`src/rtl/jt12_sh_ram_if.sv`:
```
// Purpose: bundle of the data/control signals of jt12_sh_ram.
//   master: drives clk_en, flush, din; observes drop, ready, slot, wrap.
//   slave : the delay line itself.
// Ports (signals):
//   clk_en - stage advance enable
//   flush  - synchronous re-initialise request
//   din    - word written into the current slot
//   drop   - registered delayed word
//   ready  - high once the init sweep is done
//   slot   - current read/write slot index
//   wrap   - one-clk pulse when slot wraps to 0
interface jt12_sh_ram_if #(
  parameter int unsigned width  = 5,
  parameter int unsigned stages = 32
);
  localparam int unsigned SlotW = ($clog2(stages - 1) > 1) ? $clog2(stages - 1) : 1;

  logic             clk_en;
  logic             flush;
  logic [width-1:0] din;
  logic [width-1:0] drop;
  logic             ready;
  logic [SlotW-1:0] slot;
  logic             wrap;

  modport master (
    output clk_en, flush, din,
    input  drop, ready, slot, wrap
  );

  modport slave (
    input  clk_en, flush, din,
    output drop, ready, slot, wrap
  );
endinterface

```
`src/rtl/jt12_sh_ram.sv`:
```
// Purpose: RAM-based fixed delay line. A word written at enabled edge E is
//   presented on drop after enabled edge E+stages-1, using a circular buffer
//   of stages-1 entries plus the registered output. After reset or flush every
//   slot is swept to rstval before ready rises.
// Ports:
//   clk   - system clock
//   rst_n - asynchronous active-low reset
//   bus   - jt12_sh_ram_if slave: clk_en, flush, din in; drop, ready, slot, wrap out
module jt12_sh_ram #(
  parameter int unsigned      width  = 5,
  parameter int unsigned      stages = 32,
  parameter logic [width-1:0] rstval = '0
) (
  input logic          clk,
  input logic          rst_n,
  jt12_sh_ram_if.slave bus
);

  localparam int unsigned      SlotW    = ($clog2(stages - 1) > 1) ? $clog2(stages - 1) : 1;
  localparam int unsigned      Depth    = stages - 1;
  localparam logic [SlotW-1:0] LastSlot = SlotW'(stages - 2);

  typedef enum logic [0:0] {StInit, StRun} state_e;

  state_e           r_state, w_state_d;
  logic [SlotW-1:0] r_ptr, w_ptr_d;
  logic [width-1:0] r_drop, w_drop_d;
  logic             r_ready, w_ready_d;
  logic             r_wrap, w_wrap_d;
  logic             w_mem_we;
  logic [width-1:0] w_mem_wdata;

  // No reset on the array so it can map onto block RAM.
  logic [width-1:0] r_mem [Depth];

  always_comb begin
    w_state_d   = r_state;
    w_ptr_d     = r_ptr;
    w_drop_d    = r_drop;
    w_ready_d   = r_ready;
    w_wrap_d    = 1'b0;
    w_mem_we    = 1'b0;
    w_mem_wdata = bus.din;

    if (bus.flush) begin
      // Flush beats clk_en; din on this edge is dropped.
      w_state_d = StInit;
      w_ptr_d   = '0;
      w_ready_d = 1'b0;
      w_drop_d  = rstval;
    end else begin
      case (r_state)
        StInit: begin
          // Sweep runs on every clk edge regardless of clk_en.
          w_mem_we    = 1'b1;
          w_mem_wdata = rstval;
          w_drop_d    = rstval;
          if (r_ptr == LastSlot) begin
            w_ptr_d   = '0;
            w_state_d = StRun;
            w_ready_d = 1'b1;
          end else begin
            w_ptr_d = r_ptr + SlotW'(1);
          end
        end
        StRun: begin
          if (bus.clk_en) begin
            // Read-before-write on the same slot gives the full rotation delay.
            w_drop_d = r_mem[r_ptr];
            w_mem_we = 1'b1;
            if (r_ptr == LastSlot) begin
              w_ptr_d  = '0;
              w_wrap_d = 1'b1;
            end else begin
              w_ptr_d = r_ptr + SlotW'(1);
            end
          end
        end
        default: begin
          w_state_d = StInit;
          w_ptr_d   = '0;
          w_ready_d = 1'b0;
          w_drop_d  = rstval;
        end
      endcase
    end
  end

  always_ff @(posedge clk or negedge rst_n) begin
    if (!rst_n) begin
      r_state <= StInit;
      r_ptr   <= '0;
      r_drop  <= rstval;
      r_ready <= 1'b0;
      r_wrap  <= 1'b0;
    end else begin
      r_state <= w_state_d;
      r_ptr   <= w_ptr_d;
      r_drop  <= w_drop_d;
      r_ready <= w_ready_d;
      r_wrap  <= w_wrap_d;
    end
  end

  always_ff @(posedge clk) begin
    if (w_mem_we) begin
      r_mem[r_ptr] <= w_mem_wdata;
    end
  end

  assign bus.drop  = r_drop;
  assign bus.ready = r_ready;
  assign bus.slot  = r_ptr;
  assign bus.wrap  = r_wrap;

endmodule

```
`src/flat_wrapper.sv`:
```
// flat-port wrapper written by rule: the top's interface ports become plain ports
module jt12_sh_ram_flat 
#(
  parameter int unsigned      width  = 5,
  parameter int unsigned      stages = 32,
  parameter logic [width-1:0] rstval = '0
)
  (clk, rst_n, bus_clk_en, bus_flush, bus_din, bus_drop, bus_ready, bus_slot, bus_wrap);
  jt12_sh_ram_if #(.width(width), .stages(stages)) bus_i ();
  input logic clk;
  input logic rst_n;
  input wire logic [$bits(bus_i.clk_en)-1:0] bus_clk_en;
  input wire logic [$bits(bus_i.flush)-1:0] bus_flush;
  input wire logic [$bits(bus_i.din)-1:0] bus_din;
  output wire logic [$bits(bus_i.drop)-1:0] bus_drop;
  output wire logic [$bits(bus_i.ready)-1:0] bus_ready;
  output wire logic [$bits(bus_i.slot)-1:0] bus_slot;
  output wire logic [$bits(bus_i.wrap)-1:0] bus_wrap;
  assign bus_i.clk_en = bus_clk_en;
  assign bus_i.flush = bus_flush;
  assign bus_i.din = bus_din;
  assign bus_drop = bus_i.drop;
  assign bus_ready = bus_i.ready;
  assign bus_slot = bus_i.slot;
  assign bus_wrap = bus_i.wrap;
  jt12_sh_ram #(.width(width), .stages(stages), .rstval(rstval)) u_core (.clk(clk), .rst_n(rst_n), .bus(bus_i));
endmodule
```
`config.mk`:
```
export PLATFORM = sky130hd
export DESIGN_NAME = jt12_sh_ram_flat
export DESIGN_NICKNAME = d
export VERILOG_FILES = /design/src/rtl/jt12_sh_ram_if.sv /design/src/rtl/jt12_sh_ram.sv /design/src/flat_wrapper.sv
export SDC_FILE = /design/constraint.sdc
export NUM_CORES = 1
export LEC_CHECK = 0
export CORE_AREA = 2 2 116 118
export DETAILED_ROUTE_END_ITERATION = 7
export DIE_AREA = 0 0 118 120
export DONT_BUFFER_PORTS = 1
export PLACE_DENSITY_LB_ADDON = 0.08
export SETUP_SLACK_MARGIN = 0.02
export SYNTH_ARGS = -nofsm -noshare
export SYNTH_HDL_FRONTEND = slang
export SYNTH_SLANG_ARGS = --single-unit
```
`constraint.sdc`:
```
create_clock -name clk -period 3 [get_ports clk]
set_clock_uncertainty 0.15 [all_clocks]
set_input_delay 0.6 -clock clk [delete_from_list [all_inputs] [get_ports clk]]
set_output_delay 0.6 -clock clk [all_outputs]
set_load 0.05 [all_outputs]
```
==> reports/qor.yml <==
max_stage_delay_ns: 0.76
slew_headroom_pct: 50.4
grt_usage_pct: 23.4
grt_pass1_wl_um: 23700
cap_viol_max_count: 0
crit_path_cell_trace: "buf_4 > mux4_1 > nand2_1 > a21oi_1 > a211oi_1 > a21oi_1"
ys_warn_count: 0
fin_hold_ws_ns: 0.0641
layout_setup_ws_ns: 0.499
finalHoldViolations: 0
port_buffers: 0
finalMaxSlewViolations: 0
drt_iter0_drc: 321
first_pass_iters: 5
ys_types: 50
max_freq_mhz: 400
muxShareOfSynthArea_pct: 12.1
timing.rr.end: "u_core.bus.drop[1]"
min_from: "bus_flush"
hold_depth: 1
total_power_mw: 4.93
outcome: "finished, final reports clean"
synth_adder_area_share_pct: 0.715
dieArea_sq_um: 14200
power_frac_seq_pct: 52.9
setup.worst_path.start_class: "flip-flop"
clk_pin_slew_ns: 0.07
clock_sinks: 168
synthSimpleGateAreaFrac_pct: 8.29
synth_seq_area_share_pct: 71.1
cts_tree: "built"
drive_gt1_share_pct: 14.1
setup_violations: 0
syn_inst: 433
reg2reg_slack_ns: 0.50
ios: 21
syn2layout_area_growth_pct: 10.8
drcViolationCount: 0
netlist_area_sq_um: 7000
synthFlopType: "edfxtp_1"
required_ns: 3.14
final_util_pct: 59.8
coreArea_sq_um: 13000
ys_seq_elements: 168
hold_class: "input pin to flip-flop"
insertion_delay_ns: 0.44
postRouteAntennaNets: 0
cp_max_fo: 32
slowest_stage: "dfrtp_4"
ctsHoldBuffers: 1
routed_wl_um: 15200
synth_compound_area_share_pct: 4.84
grt_overflow: 0
synth_edf_count: 155
crit_type: "flip-flop to flip-flop"
clkPwrFrac_pct: 41.3
finalCritPeriodShare_pct: 83.4
antenna_found_initial: 0
die_h_um: 120
syn-num-nets: 446
swShare_pct: 22.4
ir_drop_v: 0.000369
power_frac_comb_pct: 5.7
place.gp.congestion: 0.838
avgSynthCellArea_sq_um: 16.2
final_nets: 461
path_delay_family: "flip-flops"
cts_resized: 0
worst_pin_slew_ns: 0.744
pre_cts_ws_ns: 0.510
finalSetupTns_ns: 0
rsz0062_at_grt: "no"
synthArstFlopShare_pct: 7.74
leakage_nw: 2.63
intPower_mw: 3.82
power.density_nw_per_um2: 636
wl_per_cell_um: 23.9
clockRootBuffer: "clkbuf_16"
r2r-start: "u_core.bus.slot[0]"
critPathArrivalTime_ns: 2.65
r2r_cells: 6
vias_per_cell: 6.05
p_switching_mw: 1.11
cts_buffer_depth: 2
die_x_um: 118
grt_max_degree: 33
num_rows: 42
initial_core_util_pct: 53.9
htreeDepth: 4
worstSetupEndpointType: "flip-flop"
fin_crit_ns: 2.50
crit_buf_inv: 1
num_vias: 3852
antenna_cells: 0
cts_made_buffers: 17
crit_top_cell: "a21oi_1"
synth_top_family_by_area: "multiplexers"
holdPathEnd: "u_core.bus.slot[1]"
dp_hpwl_um: 9780
postCtsSetupBuffers: 0
grt_pass1_vias: 3986
synthXorXnorAreaFrac_pct: 0
-- routing by layer --
metal / global-route usage (%) / vias up / routed length [um]
li1: - / 1722 / -
met1: 31.8 / 1945 / 6620
met2: 35.4 / 148 / 7170
met3: 7.27 / 37 / 988
met4: 10.1 / 0 / 456
met5: 0 / - / 0
-- worst max-delay path by stage --
stage,start,end,cells past startpoint
after floorplan,u_core.bus.slot[0],u_core.r_mem[30][0],8
after global placement,u_core.bus.slot[0],u_core.bus.drop[1],6
after CTS,u_core.bus.slot[0],u_core.bus.drop[4],6
after global routing,u_core.bus.slot[0],u_core.bus.drop[2],6
final,u_core.bus.slot[0],u_core.bus.drop[1],6
after detailed placement,u_core.bus.slot[0],u_core.bus.drop[4],6
-- flip-flops by register name (all words and copies together) (netlist names) --
register / cells
u_core.bus.drop: 5
u_core.bus.ready: 1
u_core.bus.slot: 5
u_core.bus.wrap: 1
u_core.r_mem: 155
u_core.r_state: 1
-- cells by family after synthesis --
logic type      after synthesis
mux                          61
compound gates               53
flops                       168
simple gates                119
buf+inv                      28
fa+ha+maj                     4
-- power groups by stage --
stage / clock (mW) / sequential, mW / combinational (mW)
finish: 2.04 / 2.61 / 0.283
global route: 2.16 / 2.61 / 0.304
CTS: 2.06 / 2.61 / 0.285
detailed placement: 0 / 2.66 / 0.279
global placement: 0 / 2.66 / 0.275
floorplan: 0 / 2.65 / 0.206
-- Yosys cell counts (2+ instances only) --
cell type | n | area, sq um
buf_8 | 2 | 30.0
mux4_1 | 12 | 315
a21oi_1 | 11 | 55.1
and3_1 | 2 | 12.5
nand2b_1 | 3 | 18.8
inv_1 | 2 | 7.51
mux2i_1 | 45 | 450
a22oi_1 | 2 | 15.0
buf_1 | 2 | 7.51
buf_2 | 4 | 20.0
nor4_1 | 3 | 18.8
a221oi_1 | 3 | 26.3
nor3_1 | 13 | 65.1
nor2b_1 | 7 | 43.8
nor2_1 | 47 | 176
buf_4 | 3 | 22.5
o32ai_1 | 3 | 26.3
or4_1 | 2 | 15.0
o22ai_1 | 7 | 43.8
ha_1 | 4 | 50.1
dfrtp_1 | 13 | 325
or2_2 | 3 | 18.8
nand2_1 | 24 | 90.1
clkbuf_1 | 5 | 18.8
nand3_1 | 4 | 20.0
or3_1 | 2 | 12.5
buf_6 | 8 | 90.1
a211oi_1 | 4 | 30.0
o21ai_0 | 14 | 70.1
edfxtp_1 | 155 | 4650
mux4_2 | 3 | 67.6
a31oi_1 | 3 | 18.8
-- area by class of cell --
class / count / area [sq um]
inverters: 3 / 11.3
multi-input cells: 237 / 1830
clock inverters: 14 / 126
flip-flops and latches: 168 / 4980
repair buffers: 21 / 160
clock buffers: 18 / 429
fillers: 980 / 5220
well taps: 176 / 220
-- placed cells by master, fill, tap and decap left out, drive strengths merged, types with 2 or more instances in the layout --
| cell | count |
|---|---|
| edfxtp | 155 |
| ha | 4 |
| clkbuf | 18 |
| a31oi | 3 |
| or2 | 3 |
| or3 | 2 |
| a22oi | 2 |
| buf | 20 |
| a211oi | 4 |
| mux4 | 15 |
| a221oi | 3 |
| o32ai | 3 |
| nor4 | 3 |
| nor2 | 47 |
| nor3 | 13 |
| nand3 | 4 |
| mux2i | 45 |
| inv | 4 |
| nand2b | 3 |
| o21ai | 14 |
| a21oi | 11 |
| nand3b | 2 |
| nand2 | 24 |
| clkinvlp | 4 |
| and3 | 2 |
| nor2b | 7 |
| clkinv | 8 |
| dfrtp | 13 |
| or4 | 2 |
| o22ai | 7 |
-- per-stage QoR --
| step | cell area [sq um] | std cells |
|---|---|---|
| finish | 7760 | 637 |
| global route | 7760 | 637 |
| CTS | 7760 | 637 |
| detailed placement | 7190 | 604 |
| global placement | 7190 | 604 |
| floorplan | 7000 | 433 |
-- worst register-to-register path: cells and delay by family, from the launching register on --
family / cells / cell delay [ns]
compound gates: 3 / 0.38
flops: 1 / 0.76
simple gates: 1 / 0.09
mux: 1 / 0.62
buf+inv: 1 / 0.35
Power figures use the tool's default switching activity.
